<file path="config.mk">
export PLATFORM = sky130hd
export DESIGN_NAME = alu_cdb_arbiter
export DESIGN_NICKNAME = d
export VERILOG_FILES = /design/src/rtl/alu_cdb_arbiter.sv
export SDC_FILE = /design/constraint.sdc
export NUM_CORES = 1
export LEC_CHECK = 0
export ABC_AREA = 1
export CAP_MARGIN = 20
export CORE_ASPECT_RATIO = 0.6
export CORE_MARGIN = 4
export CORE_UTILIZATION = 30
export DETAILED_ROUTE_END_ITERATION = 10
export GPL_TIMING_DRIVEN = 0
export PLACE_DENSITY = 0.54
export SLEW_MARGIN = 20
export SYNTH_ARGS = -nofsm -noshare
export SYNTH_HDL_FRONTEND = slang
export SYNTH_SLANG_ARGS = --single-unit
</file>
<file path="constraint.sdc">
create_clock -name clk -period 4.8 [get_ports clk]
set_clock_uncertainty 0.05 [all_clocks]
set_input_delay 1.2 -clock clk [delete_from_list [all_inputs] [get_ports clk]]
set_output_delay 1.2 -clock clk [all_outputs]
set_load 0.005 [all_outputs]
</file>
<file path="src/rtl/alu_cdb_arbiter.sv">
// Round-robin arbiter that funnels per-lane ALU results onto a single registered CDB broadcast port.
// Optional ALU_CDB_STATS_EN macro adds broadcast/stall counters (bcast_cnt, stall_cnt).
module alu_cdb_arbiter #(
  parameter int SIZE   = 8,
  parameter int TAG_W  = 4,
  parameter int DATA_W = 32
) (
  input  logic                          clk,
  input  logic                          rst,
  input  logic [SIZE-1:0]               in_rdy,
  input  logic [SIZE-1:0][TAG_W-1:0]    in_tag,
  input  logic [SIZE-1:0][DATA_W-1:0]   in_data,
  output logic [SIZE-1:0]               accept,
  input  logic                          flush,
  input  logic                          cdb_ready,
`ifdef ALU_CDB_STATS_EN
  output logic [31:0]                   bcast_cnt,
  output logic [31:0]                   stall_cnt,
`endif
  output logic                          cdb_valid,
  output logic [TAG_W-1:0]              cdb_tag,
  output logic [DATA_W-1:0]             cdb_data
);

  // Handshakes: a lane transfer happens on an edge where in_rdy[i] && accept[i];
  // a CDB transfer happens on an edge where cdb_valid && cdb_ready, and the
  // broadcast payload is held stable while cdb_valid && !cdb_ready.

  localparam int PTR_W = (SIZE > 1) ? $clog2(SIZE) : 1;

  logic [SIZE-1:0]             occ;
  logic [SIZE-1:0][TAG_W-1:0]  slot_tag;
  logic [SIZE-1:0][DATA_W-1:0] slot_data;
  logic [PTR_W-1:0]            rr_ptr;

  logic [SIZE-1:0]             grant;
  logic [PTR_W-1:0]            gidx;
  logic                        found;
  logic                        load;
  logic [PTR_W-1:0]            rr_next;
  int                          idx;

  assign load = !cdb_valid || cdb_ready;

  // First occupied slot at or after rr_ptr, wrapping SIZE-1 -> 0.
  always_comb begin
    grant = '0;
    gidx  = '0;
    found = 1'b0;
    idx   = 0;
    for (int k = 0; k < SIZE; k++) begin
      idx = int'(rr_ptr) + k;
      if (idx >= SIZE) idx = idx - SIZE;
      if (!found && occ[idx]) begin
        found      = 1'b1;
        grant[idx] = 1'b1;
        gidx       = idx[PTR_W-1:0];
      end
    end
  end

  always_comb begin
    rr_next = '0;
    if (gidx != PTR_W'(SIZE - 1)) rr_next = gidx + PTR_W'(1);
  end

  // A slot being drained into the output stage this edge may be refilled at the same edge.
  always_comb begin
    accept = '0;
    if (rst && !flush) accept = in_rdy & (~occ | (grant & {SIZE{load}}));
  end

  always_ff @(posedge clk or negedge rst) begin
    if (!rst) begin
      occ       <= '0;
      rr_ptr    <= '0;
      cdb_valid <= 1'b0;
      cdb_tag   <= '0;
      cdb_data  <= '0;
    end else if (flush) begin
      occ       <= '0;
      cdb_valid <= 1'b0;
    end else begin
      for (int i = 0; i < SIZE; i++) begin
        if (accept[i])            occ[i] <= 1'b1;
        else if (grant[i] && load) occ[i] <= 1'b0;
      end
      if (load) begin
        if (found) begin
          cdb_valid <= 1'b1;
          cdb_tag   <= slot_tag[gidx];
          cdb_data  <= slot_data[gidx];
          rr_ptr    <= rr_next;
        end else begin
          cdb_valid <= 1'b0;
        end
      end
    end
  end

  // Slot payload is qualified by occ, so it needs no reset.
  always_ff @(posedge clk) begin
    for (int i = 0; i < SIZE; i++) begin
      if (accept[i]) begin
        slot_tag[i]  <= in_tag[i];
        slot_data[i] <= in_data[i];
      end
    end
  end

`ifdef ALU_CDB_STATS_EN
  always_ff @(posedge clk or negedge rst) begin
    if (!rst) begin
      bcast_cnt <= '0;
      stall_cnt <= '0;
    end else if (cdb_valid) begin
      if (cdb_ready) bcast_cnt <= bcast_cnt + 32'd1;
      else           stall_cnt <= stall_cnt + 32'd1;
    end
  end
`endif

endmodule

</file>
# After elaboration in Yosys (flattened, before gate mapping)
# Cells that the tools add are included.
[op_classes]
n_addsub = 16
n_lt_le_gt_ge = 25
eq_ne = 1
mux = 98
n_bitwise = 12
n_reduce_logical = 44
[ops]
columns = ["op", "count"]
rows = [
  ["$mux W32", 9],
  ["$ge A32 B1 Y1 const B", 8],
  ["$lt A32 B5 Y1 const B", 8],
  ["$bmux W32 S3", 1],
  ["$mux W8", 10],
  ["$or A8 B8 Y8", 8],
  ["$mux W1", 51],
  ["$sub A4 B4 Y5 const B", 7],
  ["$ge A4 B4 Y1 const B", 7],
  ["$mux W3", 9],
  ["$bmux W1 S3", 8],
  ["$demux W1 S3", 8],
  ["$logic_and A1 B1 Y1", 24],
  ["$reduce_bool A3 Y1", 8],
  ["$add A3 B3 Y4 const B", 4],
  ["$and A8 B8 Y8", 2],
  ["$bmux W4 S3", 1],
  ["$logic_not A1 Y1", 9],
  ["$add A3 B2 Y4 const B", 2],
  ["$not A8 Y8", 1],
  ["$sub A3 B4 Y5 const B", 1],
  ["$add A3 B1 Y4 const B", 1],
  ["$ge A3 B4 Y1 const B", 1],
  ["$lt A3 B4 Y1 const B", 1],
  ["other kinds (7)", 7],
]
[totals]
register_bits = 336
output_inout_bits = 45
wordCells = 224

# Depth between registers and ports, before layout
# Gate-level depths: netlist of the first run.
[depth]
word_depth = 33
depth_mapped = 24
ltp_nobuf = 20

# Worst setup path after synthesis of the first run
# No wires, ideal clock.
[synth_path]
kind = "register to output"
start = "register with a tool-made name"
end = "output port accept[0]"
t_arrival_ps = 3421
path_slack_ps = 129
path_stages_with_launch = 21
path_cell_list = "dfrtp_1 -> buf_4 -> inv_4 -> buf_6 -> clkbuf_1 -> ha_1 -> inv_2 -> nand3_1 -> nand2_1 -> nand2_1 -> nand2_2 -> nand3_1 -> nor2_1 -> nand4_1 -> inv_2 -> nand3_1 -> o2111ai_1 -> nand2_1 -> nand2_1 -> nand3_1 -> inv_1"
[synth_rtl]
columns = ["item", "line", "rtl"]
rows = [
  ["end, declared", "13", "output logic [SIZE-1:0] accept,"],
]

==> metrics, run 1 <==
outcome=finished clean; CP Data Arrival Time=3.45 ns; sequential area share after synthesis=66.62%; TNS Setup=0 ns; Initial Utilization=30.64%; post-DR wirelength/cell=26.15 um; Max stage delay on crit path=0.40 ns; Hold Path Cell Cnt=2; Post-Syn Area per Cell=10.64 um^2; commonest cells in the synthesized netlist=nand3_1, nand2_1, edfxtp_1; Setup Viol. Count Final=0; Crit path top cell by count=nand2_4; kind of start point of the critical path=register; I/O Pins=345; PortBufs=344; worst-path maximum fanout=9; Clk pin slew, worst setup/hold paths=0.06 ns; Post-synth EDFFs=288; synthesis-to-layout area growth=44.57%; DP Wirelength=43350 um; initial antenna violation count=5; achievable frequency=212.7 MHz; syn nets=1698; top post-synthesis cells by area=edfxtp_1, nand3_1, nand2_1, dfrtp_1, buf_2; Placer Congestion=0.9394; cells after synthesis=1389; clk_lat worst skew=0.55 ns; DRT Wirelength=65500 um; Hold Path Class=reg2reg; first-pass GRT wire length=90230 um; width of the die=294.6 um; Tcrit/Tclk final=97.93%; CP required=3.55 ns; vias per inst=5.143; DRC viols=0; crit-path cells=buf_4, ha_1, inv_1, nand2_1, nand2_4, inv_4, nand3_4, nand2_4, nor2_4, nand4_1, nor2_4, nand3_4, buf_6, nor4_2, o21ai_1, nand2_1, nand2_4, inv_16, buf_2; grt total ovfl=0; Inserted Clock Buffers=35; Max-Slew Margin vs Limit=22.69%; post-placement cell area=19120 um^2; share of layout cells above drive strength 1=15.67%; CTS tree=built; H-Tree Depth=2; synth warn=0; worst slew pin tran=1.160 ns; core area=48250 um^2; Buf+Inv Stages, Crit Path=6; reg2reg setup slack=0.51 ns; Die Area=53020 um^2; CP Capture Type=primary output; initial DRC count=1254; Fin. Hold Viols=0; # Max-Cap Violations=0; Synth area leader=edfxtp_1; max-slew violation count=0; Mapped Area=14790 um^2; FFs w/ async S/R, synth=14.29%; DR pass1 iterations=6; largest net degree at the start of global routing=30; Reg area=9851 um^2; Post-DRT Antenna Nets=0; share of the synthesized area in the top cell type=58.49%; # rows=62; Vias=12883; clock sinks=336; Fillers=4540; die height=180.0 um; Endpoint, Worst Hold=cdb_data[20]; minimum clock period=4.701 ns; CP Class=reg2out; hold buffer count at cts=0; clk root buf=clkbuf_16; post-synthesis cell type count=37; nets=2145; Total GRT Usage=23.81%; hold wc startpoint=cdb_data[20]; CP top delay family=simple AND/OR/NAND/NOR gates; slowest CP cell=dfrtp_1; Main synth FF type=edfxtp_1; post-route cell area=21380 um^2; Worst R2R Path Depth=23; number of global-route vias before repair=12740; top-count cell post-synth=nand3_1; Multi-input gate area=4728 um^2; CTS max path bufs=3; RR Endpoint=cdb_data[6]; synthesis-stage register bit count=336
final cells by class:
class | count | area share [%]
antenna | 2 | 0.02341
buffer | 82 | 2.154
clock buffer | 47 | 4.548
clock inverter | 17 | 0.9658
inverter | 44 | 1.680
multi-input combinational | 927 | 22.12
sequential | 336 | 46.08
tap | 640 | 3.746
timing repair buffer | 403 | 18.41
timing repair inverter | 7 | 0.2634
tightest hold or removal path: stages (launching register included):
cell and delay (ns):
dfrtp_1 0.34, nand2_1 0.05, nand2_1 0.05
per-layer routing:
layer / wire length [um] / vias up / track usage [%]
met4: 1979 / 4 / 6.811
met5: 27 / - / 0
met1: 29100 / 6288 / 34.44
met2: 28220 / 657 / 35.12
met3: 6170 / 120 / 6.352
li1: - / 5814 / -
metrics by stage:
step,worst slack (ns),hold WS [ns],util [%],std cells
floorplan,0.1290,0.4224,-,1389
global placement,-3.493,0.4136,39.44,2373
detailed placement,-1.216,0.4143,39.63,2377
CTS,-0.04849,0.4315,43.79,2491
global route,-0.02807,0.4437,44.29,2503
finish,0.09936,0.4285,44.30,2505
sequential cells by signal, indices dropped and copies added, names as in the netlist, named ones only:
name       flops
cdb_data      32
cdb_tag        4
cdb_valid      1
occ            8
rr_ptr         2
slot_data    256
slot_tag      32
how the worst max path moves through the flow:
| stage | end | slack [ns] | depth (start not counted) |
|---|---|---|---|
| 6_report | accept[4] | 0.1 | 19 |
| 5_1_grt | accept[1] | -0.03 | 19 |
| 4_1_cts | accept[0] | -0.05 | 20 |
| 3_5_place_dp | accept[5] | -1.22 | 21 |
| 3_3_place_gp | accept[3] | -3.49 | 6 |
| 2_1_floorplan | accept[0] | 0.13 | 20 |
cell usage in the layout (no fill, tap or decap), types with 5 or more instances in the layout:
| master | Yosys | layout |
|---|---|---|
| nand3_4 | 1 | 13 |
| nor3_1 | 16 | 15 |
| bufinv_16 | 0 | 7 |
| ha_1 | 9 | 7 |
| inv_1 | 31 | 21 |
| clkdlybuf4s50_1 | 0 | 335 |
| inv_6 | 0 | 10 |
| nand3_1 | 410 | 387 |
| o21ai_0 | 23 | 19 |
| buf_4 | 3 | 50 |
| inv_4 | 2 | 6 |
| nand4_1 | 11 | 11 |
| nand3_2 | 1 | 12 |
| buf_12 | 0 | 5 |
| buf_2 | 51 | 56 |
| clkbuf_1 | 16 | 21 |
| edfxtp_1 | 288 | 288 |
| clkbuf_16 | 0 | 36 |
| buf_1 | 5 | 5 |
| buf_6 | 8 | 17 |
| nand2_2 | 6 | 18 |
| clkinv_2 | 0 | 6 |
| dfrtp_1 | 48 | 47 |
| nand2_1 | 389 | 369 |
| nand2_4 | 3 | 11 |
| nor2_1 | 27 | 26 |
cell families after synthesis:
| family | share of synthesized area [%] |
|---|---|
| DFF | 66.62 |
| adders and majority gates | 0.7616 |
| AOI/OAI and AO/OA | 1.650 |
| and+or+nand+nor | 26.68 |
| xor gates and xnor gates | 0.1185 |
| buffers and inverters | 4.172 |
timing repair:
action | 4_1_cts | 5_1_grt
hold endpoints to repair | 0 | 0
setup buffers | 43 | 12
pin swaps | 30 | 22
cloned | 7 | 1
endpoints found under the setup margin | 15 | 8
resized for setup | 139 | 51
Power of run 1 is not shown: default switching activity piles up to over one toggle a cycle in this logic, so the estimate is an artifact.
==> run 2, diff against run 1 <==
--- a/config.mk
+++ b/config.mk
@@ -13,6 +13,7 @@
 export DETAILED_ROUTE_END_ITERATION = 10
 export GPL_TIMING_DRIVEN = 0
 export PLACE_DENSITY = 0.54
+export SETUP_SLACK_MARGIN = 0.4
 export SLEW_MARGIN = 20
 export SYNTH_ARGS = -nofsm -noshare
 export SYNTH_HDL_FRONTEND = slang
==> run 2 against run 1 <==
- fmax fell by 5.9%
- global-route usage fell by 0.58 points
- sequential share of layout area fell by 0.39 points
- the run now ends with setup timing left
==> metrics, run 2 (synthesis results as in run 1) <==
Setup Viol. Count Final=8; most frequent cells in the layout=nand3_1, nand2_1, clkdlybuf4s50_1, edfxtp_1, buf_4; worst slew pin tran=0.9847 ns; DP Wirelength=44030 um; Vias=13069; post-placement cell area=19250 um^2; width of the die=294.6 um; largest net degree at the start of global routing=26; CP top delay family=buffers and inverters; crit-path cells=buf_6, inv_8, buf_12, clkbuf_16, ha_4, inv_6, nand3_4, nand3_4, nand2_4, nor2_4, buf_6, buf_6, nand3_4, buf_4, nor2_1, a211oi_2, nand4_1, o21ai_2, nand2_1, nand2_2, clkinvlp_4, buf_2; Placer Congestion=0.8772; max reg flops=256; hold buffer count at cts=0; Max stage delay on crit path=0.36 ns; final core utilization=44.68%; Inserted Clock Buffers=35; core area=48250 um^2; Post-DRT Antenna Nets=0; Reg with most FFs=slot_data; Final WS setup=-0.1974 ns; outcome=finished with violations; Place WS=-1.456 ns; clk_lat worst skew=0.54 ns; Total GRT Usage=23.23%; Fillers=4596; synthesis-to-layout area growth=45.82%; # rows=62; Buf+Inv Stages, Crit Path=10; Post-Layout Cell Count=2532; Largest regs=slot_data (256), cdb_data (32), slot_tag (32); vias per inst=5.162; CTS tree=built; grt total ovfl=0; failing checks=setup timing; die height=180.0 um; slowest CP cell=dfrtp_1; worst-path maximum fanout=6; Initial Utilization=30.64%; DRC viols=0; Hold Path Class=reg2reg; share of layout cells above drive strength 1=16.76%; initial DRC count=1599; Clk pin slew, worst setup/hold paths=0.07 ns; CP Class=reg2out; CP Capture Type=primary output; max-slew violation count=0; kind of start point of the critical path=register; first-pass GRT wire length=88910 um; post-DR wirelength/cell=25.33 um; PortBufs=344; I/O Pins=345; minimum clock period=4.997 ns; DRT Wirelength=64140 um; clock sinks=336; clk root buf=clkbuf_16; CTS max path bufs=3; post-route cell area=21560 um^2; Post-Place Cells=2382; most common cell after layout, fill and taps aside=nand3_1; achievable frequency=200.1 MHz; RSZ-0062 raised after global routing=true; CP Data Arrival Time=3.75 ns; CP required=3.55 ns; Die Area=53020 um^2; Fin. Hold Viols=0; Max-Slew Margin vs Limit=34.36%; initial antenna violation count=8; # Max-Cap Violations=0; number of global-route vias before repair=12870; H-Tree Depth=2; Tcrit/Tclk final=104.1%; nets=2168; DR pass1 iterations=6
run 2: worst paths after layout:
kind                             start            to  slack [ns]  depth (start not counted)
max                           register     accept[2]       -0.20                         22
min                        cdb_data[7]   cdb_data[7]        0.43                          2
max reg2reg                   register  cdb_data[19]        0.53                         25
min reg2reg                cdb_data[7]   cdb_data[7]        0.43                          2
max in group asynchronous          rst   cdb_data[0]        3.65                          2
min in group asynchronous          rst     rr_ptr[1]        0.53                          1
run 2: timing repair:
item / CTS / global route
gates cloned: 4 / 1
setup buffers: 63 / 12
hold endpoints to repair: 0 / 0
setup endpoints to repair: 214 / 15
pin swaps: 31 / 28
gates resized for setup: 114 / 42
run 2: routing by layer:
metal | up-vias | global-route usage [%] | routed length [um]
li1 | 5872 | - | -
met1 | 6341 | 34.10 | 28580
met2 | 738 | 33.77 | 27130
met3 | 116 | 6.450 | 6748
met4 | 2 | 6.032 | 1673
met5 | - | 0 | 9
run 2: stage by stage:
stage	hold WS [ns]	TNS (ns)
finish	0.4316	-0.7280
global route	0.4607	-2.043
CTS	0.4314	-0.3634
detailed placement	0.4156	-11.55
global placement	0.4162	-370.11
floorplan	0.4224	0
run 2: cell type report:
type,count,area [um^2],area share (%)
flip-flops and latches,336,9851,45.69
multi-input cells,928,4706,21.83
repair buffers,429,4288,19.89
clock buffers,44,940.9,4.364
well taps,640,800.8,3.714
plain buffers,83,494.2,2.292
inverters,44,230.2,1.068
clock inverters,20,221.5,1.027
diodes,6,15.01,0.06964
repair inverters,2,12.51,0.05804
run 2: worst min-delay path, cell delays in order, from the launching register on:
cell     delay, ns
dfrtp_1       0.34
nand2_1       0.06
nand2_1       0.06
Power of run 2 is left out for the same reason.
